--- src/rtl/apb_timer_regs.sv ---
// APB completer and register file for the 8-bit timer: TCR/TDR/TSR storage, TCNT readback,
// sticky overflow/underflow flags with write-1-to-clear, and optional access-phase wait states.
module apb_timer_regs #(
  parameter int unsigned ADDR_WIDTH  = 8,
  parameter int unsigned DATA_WIDTH  = 8,
  parameter int unsigned WAIT_STATES = 0
) (
  input  logic                  PCLK,
  input  logic                  PRESETn,
  input  logic                  PSEL,
  input  logic                  PENABLE,
  input  logic                  PWRITE,
  input  logic [ADDR_WIDTH-1:0] PADDR,
  input  logic [DATA_WIDTH-1:0] PWDATA,
  output logic [DATA_WIDTH-1:0] PRDATA,
  output logic                  PREADY,
  output logic                  PSLVERR,
  input  logic [DATA_WIDTH-1:0] tcnt_i,
  input  logic                  ovf_set_i,
  input  logic                  udf_set_i,
  output logic [DATA_WIDTH-1:0] tdr_o,
  output logic                  tcr_load_o,
  output logic                  tcr_updown_o,
  output logic                  tcr_en_o,
  output logic [1:0]            tcr_cks_o,
  output logic                  tmr_ovf_o,
  output logic                  tmr_udf_o
);

  localparam logic [3:0]            WaitMax = 4'(WAIT_STATES);
  // Implemented TCR bits: 7 (load), 5 (updown), 4 (en), 1:0 (cks).
  localparam logic [DATA_WIDTH-1:0] TcrMask = DATA_WIDTH'(8'hB3);

  typedef enum logic {StIdle, StAccess} state_e;

  state_e                state;
  logic [3:0]            wait_cnt;
  logic [DATA_WIDTH-1:0] tcr;
  logic [DATA_WIDTH-1:0] tdr;
  logic [1:0]            tsr;

  logic                  in_access;
  logic                  complete;
  logic                  addr_valid;
  logic                  wr_tcr;
  logic                  wr_tdr;
  logic                  wr_tsr;
  logic [1:0]            tsr_clr;
  logic [1:0]            tsr_set;
  logic [DATA_WIDTH-1:0] rd_mux;

  always_comb begin
    in_access  = (state == StAccess) && PSEL && PENABLE;
    complete   = in_access && (wait_cnt == WaitMax);
    addr_valid = PADDR < ADDR_WIDTH'(4);

    wr_tcr = complete && PWRITE && (PADDR == ADDR_WIDTH'(0));
    wr_tdr = complete && PWRITE && (PADDR == ADDR_WIDTH'(1));
    wr_tsr = complete && PWRITE && (PADDR == ADDR_WIDTH'(2));

    tsr_clr = wr_tsr ? PWDATA[1:0] : 2'b00;
    tsr_set = {udf_set_i, ovf_set_i};

    rd_mux = '0;
    case (PADDR)
      ADDR_WIDTH'(0): rd_mux = tcr;
      ADDR_WIDTH'(1): rd_mux = tdr;
      ADDR_WIDTH'(2): rd_mux = DATA_WIDTH'(tsr);
      ADDR_WIDTH'(3): rd_mux = tcnt_i;
      default:        rd_mux = '0;
    endcase

    PREADY  = in_access ? (wait_cnt == WaitMax) : 1'b1;
    PSLVERR = complete && !addr_valid;
    PRDATA  = (complete && !PWRITE && addr_valid) ? rd_mux : '0;
  end

  always_ff @(posedge PCLK) begin
    if (!PRESETn) begin
      state    <= StIdle;
      wait_cnt <= '0;
      tcr      <= '0;
      tdr      <= '0;
      tsr      <= '0;
    end else begin
      case (state)
        StIdle: begin
          if (PSEL && !PENABLE) begin
            state    <= StAccess;
            wait_cnt <= '0;
          end
        end
        StAccess: begin
          if (!PSEL) begin
            state <= StIdle;
          end else if (!PENABLE) begin
            // A fresh setup phase restarts the wait count.
            wait_cnt <= '0;
          end else if (complete) begin
            state <= StIdle;
          end else begin
            wait_cnt <= wait_cnt + 4'd1;
          end
        end
        default: state <= StIdle;
      endcase

      if (wr_tcr) tcr <= PWDATA & TcrMask;
      if (wr_tdr) tdr <= PWDATA;
      // Set wins over a simultaneous clear.
      tsr <= (tsr & ~tsr_clr) | tsr_set;
    end
  end

  assign tdr_o        = tdr;
  assign tcr_load_o   = tcr[7];
  assign tcr_updown_o = tcr[5];
  assign tcr_en_o     = tcr[4];
  assign tcr_cks_o    = tcr[1:0];
  assign tmr_ovf_o    = tsr[0];
  assign tmr_udf_o    = tsr[1];

endmodule

--- config.mk ---
export PLATFORM = sky130hd
export DESIGN_NAME = apb_timer_regs
export DESIGN_NICKNAME = d
export VERILOG_FILES = /design/src/rtl/apb_timer_regs.sv
export SDC_FILE = /design/constraint.sdc
export NUM_CORES = 1
export LEC_CHECK = 0
export ABC_AREA = 1
export BUFFER_PORTS_ARGS = -buffer_cell sky130_fd_sc_hd__clkbuf_2
export CORE_ASPECT_RATIO = 0.5
export CORE_UTILIZATION = 40
export DETAILED_ROUTE_END_ITERATION = 16
export PLACE_DENSITY_LB_ADDON = 0.12
export SYNTH_ARGS = -nofsm -noshare
export SYNTH_HDL_FRONTEND = slang
export SYNTH_SLANG_ARGS = --single-unit
--- constraint.sdc ---
create_clock -name PCLK -period 1.3 [get_ports PCLK]
set_clock_uncertainty 0.05 [all_clocks]
set_input_delay 0.065 -clock PCLK [delete_from_list [all_inputs] [get_ports PCLK]]
set_output_delay 0.065 -clock PCLK [all_outputs]
set_load 0.02 [all_outputs]
* After elaboration in Yosys (flattened, before gate mapping)
Cells that the tools add are included.
** Cells by class
- Equality and inequality tests :: 6
- Bitwise gates (word level) :: 4
- Add/subtract/negate cells :: 1
- Reduce and logical (&&, ||, !) cells :: 17
- Mux-type cells :: 14
- $lt $le $gt $ge :: 1
** Operators by type and width (count)
- one-hot mux 8 bit (4 select lines) :: 1
- equality test 8 x 2 -> 1 bit, second input constant :: 2
- two-way mux 4 bit :: 4
- logical AND 1 bit :: 11
- equality test 8 x 1 -> 1 bit, second input constant :: 1
- logical NOT 8 bit :: 1
- < comparator 8 x 3 -> 1 bit, second input constant :: 1
- two-way mux 8 bit :: 1
- one-hot mux 4 bit (2 select lines) :: 1
- two-way mux 1 bit :: 5
- adder 4 x 1 -> 4 bit, second input constant :: 1
- logical NOT 4 bit :: 1
- inequality test 2 bit, second input constant :: 2
- logical NOT 1 bit :: 3
- inequality test 3 bit, second input constant :: 1
- AND reduction 3 bit :: 1
- AND 2 bit :: 1
- two-way mux 2 bit :: 1
- inverter 2 bit :: 1
- bitwise OR 2 bit :: 1
- one-hot mux 1 bit (2 select lines) :: 1
- inverter 1 bit :: 1
** Storage, ports and cells
- Logic and storage cells :: 48
- Output and inout bits :: 25
- Bits of input ports :: 31
- Register bits :: 20

* Longest topological paths before layout
Gate-level depths: netlist (run 1).
- Word-level depth :: 9
- Depth in mapped cells :: 9
- Depth with buffers taken out :: 9

* Worst setup path after synthesis (run 1)
OpenSTA, ideal clock, no wires.
- Path type :: reg2out
- Start :: reg wait_cnt[0]
- End :: out PRDATA[4]
- Path buffers :: 0
- Required time :: 1185 ps
- Stages on the path, launching flop included :: 7
- Setup slack :: -130 ps
- Arrival time :: 1315 ps
- Cells stage by stage :: dfxtp_1 -> inv_1 -> ha_1 -> nand2_1 -> nor2_2 -> nand3_1 -> a21oi_1
** On the way
- Cells in the longest elaborated chain, start to end :: 5
** RTL lines
- start, declared :: RTL line 37 : logic [3:0] wait_cnt;
- start signal, assigned :: RTL line 102 : wait_cnt <= wait_cnt + 4'd1;
- logical NOT 4 bit :: RTL line 54 : complete = in_access && (wait_cnt == WaitMax);
- logical AND 1 bit :: RTL line 54
- logical AND 1 bit (2 in a row) :: RTL line 75 : PRDATA = (complete && !PWRITE && addr_valid) ? rd_mux : '0;
- two-way mux 8 bit :: RTL line 75
- end, declared :: RTL line 15 : output logic [DATA_WIDTH-1:0] PRDATA,
Every way passes these cells.

* Worst setup path in the final report (run 1)
- Start :: reg wait_cnt[1]
- End :: reg tcr[1]
** On the way
- Cells in the longest elaborated chain, start to end :: 4
** RTL lines
- logical NOT 4 bit :: RTL line 54
- logical AND 1 bit :: RTL line 54
- logical AND 1 bit (2 in a row) :: RTL line 57 : wr_tcr = complete && PWRITE && (PADDR == ADDR_WIDTH'(0));
- end signal, assigned :: RTL line 108 : if (wr_tcr) tcr <= PWDATA & TcrMask;
- end, declared :: RTL line 38 : logic [DATA_WIDTH-1:0] tcr;
Every way passes these cells.
A chain may end at the register's enable or synchronous reset.

==> results of run 1 <==
area by class of cell:
cell class                      instances  area (um2)
Tap cell                               37        46.3
Clock buffer                            4        55.1
Sequential cell                        20         403
Inverter                               25         118
Multi-Input combinational cell        133         860
Timing Repair Buffer                   83         613
Fill cell                             215         606
placed cells by master (no fill, tap or decap), types with 2 or more instances in the layout:
| master | count |
|---|---|
| inv_2 | 11 |
| nand2_2 | 5 |
| inv_1 | 10 |
| buf_4 | 17 |
| nor2_1 | 26 |
| nor3_1 | 9 |
| dfxtp_1 | 18 |
| dlygate4sd3_1 | 5 |
| nand3_4 | 2 |
| o21ai_0 | 3 |
| a21oi_2 | 3 |
| nor2_2 | 5 |
| nand2_1 | 31 |
| nand4_1 | 3 |
| dfxtp_2 | 2 |
| clkbuf_8 | 7 |
| clkbuf_2 | 45 |
| buf_8 | 6 |
| nand2_8 | 3 |
| nand3_2 | 5 |
| o21ai_1 | 4 |
| a21oi_4 | 2 |
| buf_6 | 7 |
| inv_4 | 2 |
| nor2_4 | 4 |
| nand3_1 | 13 |
| nor3_2 | 2 |
| o21ai_2 | 6 |
stage by stage:
stage,utilization (%),cells,instance area (um2)
floorplan,-,179,1250
global placement,61.9,284,1670
detailed placement,61.9,284,1670
CTS,72.8,299,1960
global route,77.6,302,2090
finish,77.6,302,2090
registers in the layout, indices dropped and copies added, names as in the netlist:
name,count
tdr_o,8
wait_cnt,4
state,1
tsr,2
tcr,5
final timing paths:
path	cells after the start	slack (ns)	endpoint
setup / recovery	9	-0.33	tcr[1]
hold / removal	3	-0.01	tdr_o[7]
setup reg to reg	9	-0.33	tcr[1]
hold reg to reg	2	0.45	tsr[1]
routing by layer:
| metal | global-route usage [%] | up-vias |
|---|---|---|
| met5 | 0 | - |
| met4 | 6.82 | 0 |
| met3 | 6.14 | 4 |
| met2 | 47.2 | 37 |
| met1 | 26.2 | 659 |
| li1 | - | 754 |
worst register-to-register path, stage by stage (launching register included):
cell	delay (ns)
dfxtp_2	0.33
inv_2	0.07
ha_4	0.14
nand2_4	0.06
buf_4	0.14
buf_6	0.11
nor3_4	0.22
nand2_2	0.15
o21ai_0	0.21
nor2_1	0.06
logic make-up after synthesis:
logic type / count (synthesis)
flops: 20
compound gates: 20
simple gates: 111
fa+ha+maj: 2
buf+inv: 26
where the power goes:
group	internal (W)	switching [W]	total (W)	leakage (nW)
combinational	0.0000747	0.0000936	0.000168	0.802
clock	0.000270	0.000206	0.000476	0.0288
sequential	0.000618	0.00000488	0.000623	0.163
total	0.000962	0.000305	0.00127	0.993
what timing repair did:
item,4_1_cts,5_1_grt
hold buffers,5,0
gates resized for setup,36,33
buffers inserted,6,4
setup endpoints to repair,29,29
hold endpoints to repair,5,0
pin swaps,7,15
==> flow_metrics.tcl, run 1 <==
set metrics [dict create \
    syn_area_per_cell_um2 6.63 \
    hold_ws_ns -0.0138 \
    placementRows 13 \
    cts_buffers 3 \
    slew_headroom_pct 71.9 \
    ys_ff_latch 20 \
    hold_viol_final 1 \
    p_leak_nw 0.993 \
    synthTopCellsByCount "nand2_1 (37), nor2_1 (29), dfxtp_1 (20), inv_1 (18), nand3_1 (18)" \
    outcome "complete, but fails checks" \
    io_buffers 55 \
    ys_types 24 \
    crit_start "wait_cnt[1]" \
    syn_area_mm2 0.00119 \
    crit_slowest_cell "dfxtp_2" \
    synth.most_common_cell "nand2_1" \
    yosys.area.top_type "dfxtp_1" \
    critPathCaptureType "flip-flop" \
    fp.coreArea_mm2 0.00270 \
    io_pins 56 \
    slowest_delay_ns 0.33 \
    crit_fanout 6 \
    worstHoldStart "PWDATA[7]" \
    route.vias.total 1454 \
    cts_sinks 20 \
    yosys-top-cells-area "dfxtp_1 (34%), nand2_1 (12%), nor2_1 (9.2%)" \
    dp_hpwl_um 2570 \
    path_clk_slew_ns 0.08 \
    wl_met2_um 1860 \
    synth_fa_ha_area_share_pct 2.11 \
    fin_crit_ns 1.63 \
    synth_mux_area_share_pct 0 \
    critPathArrivalTime_ns 1.74 \
    synth_top_family_by_area "simple AND/OR/NAND/NOR gates" \
    track_usage_pct 23.7 \
    nets 299 \
    via_per_inst 4.81 \
    ys_seq_area_share_pct 33.8 \
    timing.critical_path.cells "inv_2 -> ha_4 -> nand2_4 -> buf_4 -> buf_6 -> nor3_4 -> nand2_2 -> o21ai_0 -> nor2_1" \
    start_util_pct 43.9 \
    pre_cts_ws_ns -0.175 \
    cap_violations 0 \
    holdCritPathClass "in -> reg" \
    p_per_area_mw_per_mm2 605 \
    synth-edff-count 0 \
    die_area_mm2 0.00320 \
    synth.top_cell.area_share_pct 33.8 \
    final_layout_size_suffix_gt1_share_pct 52.8 \
    layout_setup_ws_ns -0.330 \
    clk_path_buf_depth 2 \
    startpoint_type "flip-flop" \
    grt_setup_unrepaired "yes" \
    slew_viol_final 0 \
    finalCritPeriodShare_pct 125 \
    synthSimpleGateAreaFrac_pct 46.1 \
    crit_required_ns 1.41 \
    insertion_delay_ns 0.26 \
    cts_tree "yes" \
    synth_top_flop_cell "dfxtp_1" \
    setup_viol 30 \
    path_class "reg -> reg" \
    antenna_found_initial 0 \
    yosysWarnings 0 \
    grt_max_degree 15 \
    wl_um 3660 \
    synth_xor_area_share_pct 0 \
    violations "hold timing, setup timing" \
    die_h_um 40.5 \
    synth_compound_area_share_pct 8.65 \
    drc 0 \
    grt_pass1_vias 1339 \
    syn_nets 212 \
    die_w_um 79.0 \
    fmax_mhz 613 \
    dr.pass1.iters 4 \
    wl_met3_um 155 \
    regToRegStartpoint "wait_cnt[1]" \
    area_growth_syn_to_layout_pct 76.6 \
    root_buffer "clkbuf_8" \
    postSynthCellCount 179 \
    crit_family "simple AND/OR/NAND/NOR gates" \
    dr.max_layer_used "met4" \
    ys_async_sr_fraction_pct 0 \
    path_buf_inv 3 \
    wl_met1_um 1600 \
    grt_first_pass_wirelength_um 5550 \
    ir_drop_mv 0.475 \
    num_antenna_cells 0 \
    cts-htree-levels 1 \
    first_iter_violations 47 \
    power.total_w 0.00127 \
    worst_pin_slew_ns 0.419 \
    gp_congestion 0.791 \
    finalSetupTns_ns -7.04 \
    ant_nets 0 \
    wl_per_cell_um 12.1 \
    grt_overflow 0 \
]
No activity file was read; power rests on OpenSTA's default activity.
==> inputs of run 2 (changes only) <==
--- a/config.mk
+++ b/config.mk
@@ -10,6 +10,7 @@
 export CORE_ASPECT_RATIO = 0.5
 export CORE_UTILIZATION = 40
 export DETAILED_ROUTE_END_ITERATION = 16
+export HOLD_SLACK_MARGIN = 0.1
 export PLACE_DENSITY_LB_ADDON = 0.12
 export SYNTH_ARGS = -nofsm -noshare
 export SYNTH_HDL_FRONTEND = slang
==> flow_metrics.tcl, run 2 (synthesis gave the netlist of run 1 again) <==
set metrics [dict create \
    hold_viol_final 0 \
    path_clk_slew_ns 0.08 \
    worst_pin_slew_ns 0.427 \
    largest_reg_flops 8 \
    wl_um 4160 \
    grt_max_degree 15 \
    dr.pass1.iters 4 \
    slowest_delay_ns 0.34 \
    grt_setup_unrepaired "yes" \
    fin_crit_ns 1.67 \
    finalCritPeriodShare_pct 128 \
    root_buffer "clkbuf_8" \
    cts-htree-levels 1 \
    crit_slowest_cell "dfxtp_2" \
    drc 0 \
    cts_tree "yes" \
    gp_congestion 0.791 \
    slew_viol_final 0 \
    path_buf_inv 4 \
    grt_pass1_vias 1353 \
    ant_nets 0 \
    layout_setup_ws_ns -0.368 \
    first_iter_violations 57 \
    ir_drop_mv 0.479 \
    nets 305 \
    clk_path_buf_depth 2 \
    path_class "reg -> out" \
    fmax_mhz 600 \
    cap_violations 0 \
    die_h_um 40.5 \
    num-fill-cells 190 \
    route.vias.total 1563 \
    via_per_inst 5.07 \
    num_antenna_cells 0 \
    insertion_delay_ns 0.26 \
    placementRows 13 \
    die_area_mm2 0.00320 \
    p_leak_nw 1.04 \
    die_w_um 79.0 \
    wl_per_cell_um 13.5 \
    finalSetupTns_ns -8.08 \
    cts_buffers 3 \
    grt_overflow 0 \
    crit_fanout 5 \
    fp.coreArea_mm2 0.00270 \
    area_growth_syn_to_layout_pct 83.5 \
    crit_required_ns 1.19 \
    grt_first_pass_wirelength_um 5580 \
    final_layout_size_suffix_gt1_share_pct 53.5 \
    timing.critical_path.cells "inv_2 -> ha_4 -> nand2_4 -> nor2_4 -> nand3_4 -> clkinv_4 -> nand2_1 -> inv_2 -> clkbuf_8" \
    p_per_area_mw_per_mm2 594 \
    final_common_cell "clkbuf_2" \
    antenna_found_initial 0 \
    slew_headroom_pct 71.4 \
    fin_area_mm2 0.00218 \
    startpoint_type "flip-flop" \
    critPathArrivalTime_ns 1.55 \
    setup_viol 30 \
    crit_family "simple AND/OR/NAND/NOR gates" \
    cts_sinks 20 \
    placed_area_mm2 0.00167 \
    cp_common_cell "inv_2" \
    critPathCaptureType "output pin" \
    outcome "complete, but fails checks" \
    violations "setup timing" \
    io_buffers 55 \
    track_usage_pct 23.8 \
    holdCritPathClass "in -> reg" \
    final_cell_mix "clkbuf_2 (45), nand2_1 (31), nor2_1 (25), dfxtp_1 (18), buf_4 (17)" \
    start_util_pct 43.9 \
    dp_hpwl_um 2570 \
    power.total_w 0.00129 \
    io_pins 56 \
]
-- run 2: worst register-to-register path: stages (launching register included) --
cell	delay [ns]
dfxtp_2	0.34
inv_2	0.07
ha_4	0.14
nand2_4	0.06
buf_4	0.14
buf_6	0.11
nor3_4	0.24
buf_6	0.15
nand3_2	0.08
nand2_2	0.10
a21oi_2	0.06
-- run 2: metal layers --
| layer | global-route usage [%] | vias to the layer above | wire length [um] |
|---|---|---|---|
| met1 | 26.3 | 714 | 1750 |
| met3 | 5.68 | 20 | 189 |
| li1 | - | 770 | - |
| met4 | 6.82 | 0 | 129 |
| met5 | 0 | - | 0 |
| met2 | 48.1 | 59 | 2090 |
-- run 2: cell type report --
| cell class | count | area (um2) | share of cell area, % |
|---|---|---|---|
| flip-flops and latches | 20 | 403 | 18.5 |
| multi-input cells | 133 | 882 | 40.5 |
| clock buffers | 4 | 55.1 | 2.53 |
| well taps | 37 | 46.3 | 2.13 |
| inverters | 25 | 118 | 5.40 |
| repair buffers | 89 | 673 | 30.9 |
-- run 2: path summary, 6_finish.rpt --
| kind | start | endpoint | slack, ns | depth (start not counted) |
|---|---|---|---|---|
| min reg2reg | tsr[1] | tsr[1] | 0.45 | 2 |
| max reg2reg | wait_cnt[1] | tsr[0] | -0.35 | 10 |
| max | wait_cnt[1] | PRDATA[5] | -0.37 | 9 |
| min | PWRITE | tdr_o[7] | 0.18 | 4 |
-- run 2: repair_timing --
| action | in CTS | in global routing |
|---|---|---|
| setup buffers | 6 | 4 |
| setup endpoints to repair | 29 | 29 |
| hold buffers | 11 | 0 |
| gates resized for setup | 36 | 42 |
| hold endpoints to repair | 16 | 0 |
| pin swaps | 7 | 19 |
-- run 2: report_power, final --
group          internal (W)  total, W  switching, W
Clock              0.000270  0.000480      0.000210
Combinational     0.0000880  0.000189      0.000101
Sequential         0.000618  0.000624    0.00000594
Total              0.000976   0.00129      0.000317
-- run 2: metrics by stage --
step	instances	utilization, %	hold slack (ns)	worst slack (ns)
floorplan	179	-	0.149	0.00223
global placement	284	61.9	0.237	-0.107
detailed placement	284	61.9	0.242	-0.175
CTS	305	75.0	0.138	-0.307
global route	308	80.6	0.209	-0.411
finish	308	80.6	0.182	-0.368
==> inputs of run 3 (changes only) <==
--- a/config.mk
+++ b/config.mk
@@ -12,6 +12,7 @@
 export DETAILED_ROUTE_END_ITERATION = 16
 export HOLD_SLACK_MARGIN = 0.1
 export PLACE_DENSITY_LB_ADDON = 0.12
+export REMOVE_ABC_BUFFERS = 1
 export SYNTH_ARGS = -nofsm -noshare
 export SYNTH_HDL_FRONTEND = slang
 export SYNTH_SLANG_ARGS = --single-unit
==> flow_metrics.tcl, run 3 (synthesis gave the netlist of run 1 again) <==
set metrics [dict create \
    outcome "complete, but fails checks" \
    violations "setup timing" \
    r2r_setup_slack_ns -0.24 \
    num-fill-cells 210 \
    io_buffers 55 \
    cap_violations 0 \
    die_w_um 79.0 \
    finalCritPeriodShare_pct 119 \
    wl_met2_um 2010 \
    crit_fanout 6 \
    cts_buffers 3 \
    placementRows 13 \
    layout_setup_ws_ns -0.245 \
    power.total_w 0.00129 \
    root_buffer "clkbuf_8" \
    wl_um 3810 \
    num_antenna_cells 0 \
    nets 305 \
    clk_path_buf_depth 2 \
    path_class "reg -> reg" \
    fmax_mhz 647 \
    ant_nets 0 \
    drc 0 \
    startpoint_type "flip-flop" \
    route.vias.total 1517 \
    p_per_area_mw_per_mm2 609 \
    final_layout_size_suffix_gt1_share_pct 52.8 \
    antenna_found_initial 0 \
    dr.pass1.iters 4 \
    grt_overflow 0 \
    setup_viol 29 \
    crit_required_ns 1.41 \
    fp.coreArea_mm2 0.00270 \
    wl_met1_um 1560 \
    gp_congestion 0.774 \
    die_area_mm2 0.00320 \
    slew_headroom_pct 73.9 \
    io_pins 56 \
    pre_cts_ws_ns -0.164 \
    hold_ws_ns 0.192 \
    first_iter_violations 53 \
    slew_viol_final 0 \
    holdCritPathClass "in -> reg" \
    wl_met3_um 222 \
    critPathCaptureType "flip-flop" \
    fin_crit_ns 1.54 \
    dp_hpwl_um 2500 \
    critPathArrivalTime_ns 1.66 \
    path_clk_slew_ns 0.08 \
    cts-htree-levels 1 \
    track_usage_pct 23.1 \
    start_util_pct 43.9 \
    via_per_inst 4.93 \
    insertion_delay_ns 0.26 \
    worst_pin_slew_ns 0.389 \
    final_common_cell "clkbuf_2" \
    largest_reg_flops 8 \
    die_h_um 40.5 \
    finalSetupTns_ns -5.45 \
    cts_sinks 20 \
    ir_drop_mv 0.618 \
    dr.max_layer_used "met4" \
    cts_tree "yes" \
    p_leak_nw 1.05 \
    area_growth_syn_to_layout_pct 78.6 \
    grt_setup_unrepaired "yes" \
    grt_pass1_vias 1235 \
    grt_first_pass_wirelength_um 5380 \
    wl_per_cell_um 12.4 \
    grt_max_degree 15 \
    final_cell_mix "clkbuf_2 (45), nand2_1 (27), nor2_1 (23), dfxtp_1 (18), buf_4 (17)" \
    hold_viol_final 0 \
]
-- run 3: layout make-up --
type / count / area (um2) / share of cell area [%]
tap: 37 / 46.3 / 2.19
clock buffer: 4 / 55.1 / 2.60
sequential: 20 / 403 / 19.0
timing repair buffer: 88 / 641 / 30.2
inverter: 25 / 120 / 5.67
multi-input combinational: 134 / 853 / 40.3
-- run 3: power breakdown --
group	internal [W]	switching [W]
sequential	0.000618	0.00000465
combinational	0.0000862	0.0000985
clock	0.000270	0.000214
total	0.000974	0.000317
-- run 3: layer usage --
| layer | up-vias | track usage, % |
|---|---|---|
| met3 | 4 | 5.45 |
| met1 | 688 | 26.4 |
| met5 | - | 0 |
| met4 | 0 | 4.09 |
| li1 | 771 | - |
| met2 | 54 | 46.6 |
-- run 3: final timing paths --
check        cells after the start         from  endpoint
max                              9  wait_cnt[0]    tcr[1]
min                              3      PRESETn  tdr_o[5]
max reg2reg                      9  wait_cnt[0]    tcr[1]
min reg2reg                      2       tsr[1]    tsr[1]
-- run 3: per-stage QoR --
stage | instance area, um2 | utilization (%) | cells
finish | 2120 | 78.5 | 308
global route | 2120 | 78.5 | 308
CTS | 1980 | 73.4 | 305
detailed placement | 1620 | 59.9 | 285
global placement | 1620 | 59.9 | 285
floorplan | 1180 | - | 178
-- run 3: timing repair --
action,in CTS,in global routing
hold buffers,11,0
gates cloned,1,0
pin swaps,8,12
buffers inserted,5,3
setup endpoints to repair,30,29
hold endpoints to repair,16,0
resized for setup,47,40
-- run 3: critical path, stage by stage, from the launching register on --
cell	delay [ns]
dfxtp_2	0.33
inv_2	0.07
ha_4	0.14
nand2_4	0.05
buf_6	0.13
buf_6	0.11
nor3_4	0.19
nand2_4	0.13
o21ai_1	0.19
nor2_1	0.05
